==> config.mk <==
export PLATFORM = sky130hd
export DESIGN_NAME = mem_port_arbiter
export DESIGN_NICKNAME = d
export VERILOG_FILES = /design/src/rtl/param_defs.sv /design/src/rtl/arb_starve_cnt.sv /design/src/rtl/mem_port_arbiter.sv
export SDC_FILE = /design/constraint.sdc
export NUM_CORES = 1
export LEC_CHECK = 0
export ABC_AREA = 1
export CAP_MARGIN = 20
export CORE_ASPECT_RATIO = 0.7
export CORE_UTILIZATION = 38
export CTS_CLUSTER_DIAMETER = 40
export DETAILED_ROUTE_END_ITERATION = 16
export HOLD_SLACK_MARGIN = 0.02
export PLACE_DENSITY = 0.81
export SLEW_MARGIN = 5
export SYNTH_ARGS = -nofsm -noshare
export SYNTH_HDL_FRONTEND = slang
export SYNTH_SLANG_ARGS = --single-unit
export TNS_END_PERCENT = 1
==> constraint.sdc <==
create_clock -name clk -period 1.51 [get_ports clk]
set_clock_uncertainty 0.05 [all_clocks]
set_input_delay 0.302 -clock clk [delete_from_list [all_inputs] [get_ports clk]]
set_output_delay 0.302 -clock clk [all_outputs]
set_load 0.02 [all_outputs]
==> src/rtl/param_defs.sv <==
// Shared types and widths for the instruction/data memory port arbiter.
package param_defs;
   localparam int MemBusWidth = 32;
   localparam int BeWidth     = 4;

   typedef enum logic [1:0] {
      ARB_IDLE    = 2'd0,
      ARB_IF_ACC  = 2'd1,
      ARB_LSU_ACC = 2'd2
   } arb_state_t;
endpackage

==> src/rtl/arb_starve_cnt.sv <==
// Saturating count of arbitration points the fetch port has lost to the LSU.
// Registered count, one-cycle update; clear has priority over increment.
module arb_starve_cnt #(
   parameter int MaxIfWait = 4,
   parameter int CntWidth  = $clog2(MaxIfWait + 1)
) (
   input  logic                clk,
   input  logic                rst_n,
   input  logic                i_inc,
   input  logic                i_clr,
   output logic [CntWidth-1:0] o_cnt
);
   logic [CntWidth-1:0] r_cnt;

   always_ff @(posedge clk or negedge rst_n) begin
      if (!rst_n) begin
         r_cnt <= '0;
      end else if (i_clr) begin
         r_cnt <= '0;
      end else if (i_inc && (r_cnt != CntWidth'(MaxIfWait))) begin
         r_cnt <= r_cnt + CntWidth'(1);
      end
   end

   assign o_cnt = r_cnt;
endmodule

==> src/rtl/mem_port_arbiter.sv <==
// Two-port (fetch / LSU) arbiter onto one memory port. Grant is combinational, access fields
// registered; rvalid one cycle after mem_ready. Requesters hold req until gnt; mem stalls via mem_ready.
module mem_port_arbiter
   import param_defs::*;
#(
   parameter int MaxIfWait = 4,
   parameter int AddrWidth = 32
) (
   input  logic                   clk,
   input  logic                   rst_n,
   input  logic                   if_req,
   input  logic [AddrWidth-1:0]   if_addr,
   output logic                   if_gnt,
   output logic                   if_rvalid,
   output logic [MemBusWidth-1:0] if_rdata,
   input  logic                   lsu_req,
   input  logic                   lsu_we,
   input  logic [AddrWidth-1:0]   lsu_addr,
   input  logic [MemBusWidth-1:0] lsu_wdata,
   input  logic [BeWidth-1:0]     lsu_be,
   output logic                   lsu_gnt,
   output logic                   lsu_rvalid,
   output logic [MemBusWidth-1:0] lsu_rdata,
   output logic                   mem_req,
   output logic                   mem_we,
   output logic [AddrWidth-1:0]   mem_addr,
   output logic [MemBusWidth-1:0] mem_wdata,
   output logic [BeWidth-1:0]     mem_be,
   input  logic                   mem_ready,
   input  logic [MemBusWidth-1:0] mem_rdata
);
   localparam int CntWidth = $clog2(MaxIfWait + 1);

   arb_state_t             r_state;
   logic                   r_rst_done;
   logic [AddrWidth-1:0]   r_addr;
   logic                   r_we;
   logic [MemBusWidth-1:0] r_wdata;
   logic [BeWidth-1:0]     r_be;
   logic                   r_if_rvalid;
   logic                   r_lsu_rvalid;
   logic [MemBusWidth-1:0] r_if_rdata;
   logic [MemBusWidth-1:0] r_lsu_rdata;

   logic [CntWidth-1:0]    w_starve_cnt;
   logic                   w_busy;
   logic                   w_mem_done;
   logic                   w_arb_pt;
   logic                   w_if_win;
   logic                   w_if_gnt;
   logic                   w_lsu_gnt;

   // r_rst_done keeps grants off until the first clock edge after reset release.
   assign w_busy     = (r_state != ARB_IDLE);
   assign w_mem_done = w_busy && mem_ready;
   assign w_arb_pt   = r_rst_done && (!w_busy || mem_ready);
   assign w_if_win   = if_req && (!lsu_req || (w_starve_cnt >= CntWidth'(MaxIfWait)));
   assign w_if_gnt   = w_arb_pt && w_if_win;
   assign w_lsu_gnt  = w_arb_pt && lsu_req && !w_if_win;

   arb_starve_cnt #(
      .MaxIfWait (MaxIfWait),
      .CntWidth  (CntWidth)
   ) u_starve (
      .clk   (clk),
      .rst_n (rst_n),
      .i_inc (w_lsu_gnt && if_req),
      .i_clr (w_if_gnt || !if_req),
      .o_cnt (w_starve_cnt)
   );

   always_ff @(posedge clk or negedge rst_n) begin
      if (!rst_n) begin
         r_rst_done <= 1'b0;
         r_state    <= ARB_IDLE;
         r_addr     <= '0;
         r_we       <= 1'b0;
         r_wdata    <= '0;
         r_be       <= '0;
      end else begin
         r_rst_done <= 1'b1;
         if (w_if_gnt) begin
            r_state <= ARB_IF_ACC;
            r_addr  <= if_addr;
            r_we    <= 1'b0;
            r_wdata <= '0;
            r_be    <= {BeWidth{1'b1}};
         end else if (w_lsu_gnt) begin
            r_state <= ARB_LSU_ACC;
            r_addr  <= lsu_addr;
            r_we    <= lsu_we;
            r_wdata <= lsu_wdata;
            r_be    <= lsu_be;
         end else if (w_arb_pt) begin
            r_state <= ARB_IDLE;
         end
      end
   end

   always_ff @(posedge clk or negedge rst_n) begin
      if (!rst_n) begin
         r_if_rvalid  <= 1'b0;
         r_lsu_rvalid <= 1'b0;
         r_if_rdata   <= '0;
         r_lsu_rdata  <= '0;
      end else begin
         r_if_rvalid  <= w_mem_done && (r_state == ARB_IF_ACC);
         r_lsu_rvalid <= w_mem_done && (r_state == ARB_LSU_ACC);
         if (w_mem_done && (r_state == ARB_IF_ACC)) begin
            r_if_rdata <= mem_rdata;
         end
         // Store completion returns zero data so the LSU never sees stale bus contents.
         if (w_mem_done && (r_state == ARB_LSU_ACC)) begin
            r_lsu_rdata <= r_we ? '0 : mem_rdata;
         end
      end
   end

   assign if_gnt     = w_if_gnt;
   assign lsu_gnt    = w_lsu_gnt;
   assign if_rvalid  = r_if_rvalid;
   assign if_rdata   = r_if_rdata;
   assign lsu_rvalid = r_lsu_rvalid;
   assign lsu_rdata  = r_lsu_rdata;
   assign mem_req    = w_busy;
   assign mem_we     = r_we && (r_state == ARB_LSU_ACC);
   assign mem_addr   = r_addr;
   assign mem_wdata  = r_wdata;
   assign mem_be     = r_be;
endmodule

==> metrics.txt <==
# TYPE chip_impl_metric gauge
chip_impl_metric{name="detailroute.via_count",unit=""} 6121
chip_impl_metric{name="worst_ep_arrival_time",unit="ps"} 1420
chip_impl_info{name="cts_tree",value="done"} 1
chip_impl_metric{name="nNetsFinal",unit=""} 1186
chip_impl_metric{name="place_congestion",unit=""} 0.798
chip_impl_info{name="timing.setup.critical_path_class",value="flop to primary output"} 1
chip_impl_metric{name="post_route_cells_drive_above_1_share",unit="%"} 10.0
chip_impl_metric{name="p_int",unit="mW"} 9.80
chip_impl_metric{name="detail_route.first_pass.iterations",unit=""} 5
chip_impl_metric{name="design.die.area",unit="um2"} 16700
chip_impl_metric{name="cts.sinks",unit=""} 141
chip_impl_metric{name="initial_core_util",unit="%"} 39.3
chip_impl_info{name="highest_count_cells_in_the_layout_ignoring_fill_and_taps",value="nand2_1, dfrtp_1, clkdlybuf4s50_1, dlygate4sd2_1, inv_1"} 1
chip_impl_metric{name="ant_nets",unit=""} 0
chip_impl_metric{name="switching_share",unit="%"} 36.4
chip_impl_metric{name="clock.fmax",unit="MHz"} 564
chip_impl_metric{name="die_extent_in_x",unit="um"} 154
chip_impl_metric{name="drv_slew",unit=""} 0
chip_impl_metric{name="detail_route.drc_violations",unit=""} 0
chip_impl_info{name="commonest_non_fill_non_tap_cell_in_the_layout",value="nand2_1"} 1
chip_impl_metric{name="areaGrowthSynthToFinish",unit="%"} 61.3
chip_impl_metric{name="num_io_pins",unit=""} 276
chip_impl_metric{name="fin_total_pwr",unit="mW"} 15.4
chip_impl_metric{name="fp-row-count",unit=""} 38
chip_impl_metric{name="power.density_cell_area",unit="nW/um2"} 1550
chip_impl_info{name="clockRootBuffer",value="clkbuf_16"} 1
chip_impl_metric{name="number_of_synthesized_register_bits",unit=""} 141
chip_impl_metric{name="synth.top_cell.area_share",unit="%"} 57.2
chip_impl_info{name="setup.worst_path.start",value="r_state[1]"} 1
chip_impl_metric{name="clkSlewWorstSetupHoldPaths",unit="ps"} 70
chip_impl_metric{name="cts_htree_levels",unit=""} 4
chip_impl_metric{name="synth.net_count",unit=""} 897
chip_impl_metric{name="power.switching",unit="mW"} 5.60
chip_impl_metric{name="first_global_vias",unit=""} 5847
chip_impl_info{name="hp_class",value="primary input to asynchronous set/reset pin"} 1
chip_impl_metric{name="dp.cells",unit=""} 1223
chip_impl_metric{name="worstSkewPairLatency",unit="ps"} 410
chip_impl_metric{name="grt_start_max_net_pins",unit=""} 47
chip_impl_metric{name="power.combinational.fraction",unit="%"} 35.1
chip_impl_metric{name="buffer_ports.inserted",unit=""} 275
chip_impl_info{name="synth_top_area_cell",value="dfrtp_1"} 1
chip_impl_metric{name="die_y",unit="um"} 109
chip_impl_metric{name="synth-adder-area-share",unit="%"} 0.406
chip_impl_metric{name="multiInputGateArea",unit="um2"} 2180
chip_impl_metric{name="final_critical_path_setup_slack",unit="ps"} -262
chip_impl_metric{name="fin_area",unit="um2"} 9940
chip_impl_metric{name="grt_pass1_wl",unit="um"} 30000
chip_impl_metric{name="global_route.overflow_total",unit=""} 0
chip_impl_metric{name="cts-buffers-inserted",unit=""} 17
chip_impl_metric{name="wl_per_cell",unit="um"} 14.9
chip_impl_metric{name="timing_hold_violations_final",unit=""} 0
chip_impl_metric{name="area.sequential",unit="um2"} 3530
chip_impl_info{name="synth.area.top_cells",value="dfrtp_1, nand2_1, nand3_1"} 1
chip_impl_metric{name="cts-root-to-sink-buffers",unit=""} 2
chip_impl_metric{name="worst-endpoint-required",unit="ps"} 1160
chip_impl_metric{name="dp_hpwl",unit="um"} 13400
chip_impl_metric{name="netlist_instances",unit=""} 757
chip_impl_metric{name="number_of_inserted_filler_cells_in_the_final_layout",unit=""} 1344
chip_impl_metric{name="share_seq_of_total_power",unit="%"} 35.7
chip_impl_metric{name="globalRouteTotalUtil",unit="%"} 23.3
chip_impl_metric{name="final_cell_count_no_fill",unit=""} 1260
chip_impl_metric{name="postRouteWirelength",unit="um"} 18700
chip_impl_info{name="violations",value="setup timing"} 1
chip_impl_info{name="critical_path.startpoint_type",value="flop"} 1
chip_impl_metric{name="viasPerCell",unit=""} 4.86
chip_impl_metric{name="synth.avg_cell_area",unit="um2"} 8.14
chip_impl_metric{name="xor_xnor_fraction_of_synth_area",unit="%"} 0
chip_impl_metric{name="synth.lib_cells_used.distinct",unit=""} 20
chip_impl_info{name="worstSetupEndpointType",value="primary output"} 1
chip_impl_metric{name="finalWorstPathRequiredPeriod",unit="ps"} 1770
chip_impl_metric{name="synth.cell_area",unit="um2"} 6160
chip_impl_info{name="synth_top_family_by_area",value="simple AND/OR/NAND/NOR gates"} 1
chip_impl_metric{name="vdd_ir_drop_max",unit="V"} 0.000765
chip_impl_metric{name="place_area",unit="um2"} 9340
chip_impl_info{name="status",value="finished, violations left"} 1
chip_impl_metric{name="synth_simple_gate_area_share",unit="%"} 30.3
chip_impl_metric{name="pwr-share-clk",unit="%"} 29.2
chip_impl_metric{name="core_area",unit="um2"} 15700
chip_impl_metric{name="hold_ws",unit="ps"} 293
chip_impl_metric{name="static-leakage-power",unit="nW"} 5.34
chip_impl_info{name="grt_setup_unrepaired",value="yes"} 1
chip_impl_metric{name="fraction_of_the_mapped_netlist_area_in_compound_gates",unit="%"} 3.63
chip_impl_metric{name="setup_viol",unit=""} 74
chip_impl_metric{name="ys_warnings",unit=""} 0
chip_impl_metric{name="crit_path_max_fanout",unit=""} 3
chip_impl_metric{name="muxShareOfSynthArea",unit="%"} 0
chip_impl_info{name="regToRegStartpoint",value="r_state[1]"} 1
chip_impl_metric{name="final.setup.tns",unit="ps"} -12700
chip_impl_metric{name="antenna_found_initial",unit=""} 1
chip_impl_metric{name="max-cap-violations",unit=""} 0
chip_impl_metric{name="synth.yosys.seq_area_share",unit="%"} 57.2
chip_impl_metric{name="dr.first_iter.drc_count",unit=""} 395
chip_impl_metric{name="period_share",unit="%"} 117
state kept, by name (all words and copies together), names as in the netlist:
| signal | cells |
|---|---|
| if_rvalid | 1 |
| u_starve.o_cnt | 3 |
| lsu_rdata | 32 |
| mem_addr | 32 |
| if_rdata | 32 |
| lsu_rvalid | 1 |
| mem_wdata | 32 |
| r_rst_done | 1 |
| r_state | 2 |
| r_we | 1 |
| mem_be | 4 |
logic make-up after synthesis:
kind of cell    Yosys count
fa+ha+maj                 2
simple gates            447
buf+inv                 124
compound gates           42
flops                   141
other cells               1
critical path, cell delays in order (launching register included):
cell     delay [ps]
dfrtp_1         390
inv_2            90
nand2_4          60
nand2_4          80
nand2_4          80
nor2_4          100
buf_6           110
buf_6           110
worst paths after layout:
check	to	slack (ps)	cells past startpoint
worst max-delay path	if_gnt	-260	7
worst min-delay path	if_rdata[6]	290	2
worst max register to register	mem_wdata[19]	-230	10
worst min register to register	mem_wdata[2]	410	2
max in group asynchronous	mem_wdata[31]	570	3
min in group clk	mem_wdata[0]	370	3
cell type report:
type,count,share of cell area (%)
Clock inverter,14,2.03
Multi-Input combinational cell,492,22.0
Tap cell,200,2.52
Clock buffer,18,4.42
Sequential cell,141,35.5
Timing Repair Buffer,317,30.6
Antenna cell,1,0.0252
Inverter,77,2.91
power by group through the flow:
stage / Clock (mW) / Sequential (mW) / Combinational, mW
3_5_place_dp: 0 / 5.55 / 6.10
2_1_floorplan: 0 / 6.92 / 1.36
3_3_place_gp: 0 / 5.53 / 5.99
5_1_grt: 4.74 / 5.64 / 5.82
6_report: 4.49 / 5.50 / 5.40
4_1_cts: 4.57 / 5.48 / 5.37
cells in the mapped netlist (all sizes together):
| cell | instances |
|---|---|
| buf | 18 |
| nor2 | 7 |
| inv | 76 |
| clkinv | 1 |
| nand4 | 36 |
| nand2 | 336 |
| a21boi | 1 |
| dfrtp | 141 |
| nand3 | 68 |
| ha | 2 |
| o21ai | 38 |
| a21oi | 3 |
| conb | 1 |
| clkbuf | 29 |
per-layer routing:
metal / GRT usage (%) / vias to the layer above / share of wire [%]
met4: 8.93 / 0 / 2.2
met2: 37.4 / 263 / 47
met1: 29.2 / 2878 / 42
li1: - / 2954 / -
met5: 0 / - / 0
met3: 7.74 / 26 / 9.1
per-stage QoR:
stage	utilization (%)	worst slack, ps
after detailed placement	59.5	-809
after CTS	63.0	-303
after global routing	63.4	-323
after global placement	59.5	-791
final	63.4	-262
after floorplan	-	21.1
timing repair:
action	CTS	global route
pin swaps	4	3
buffers inserted	1	2
resized for setup	177	70
hold buffers	1	0
hold endpoints to repair	27	0
setup endpoints to repair	244	156
Power figures use the tool's default switching activity.
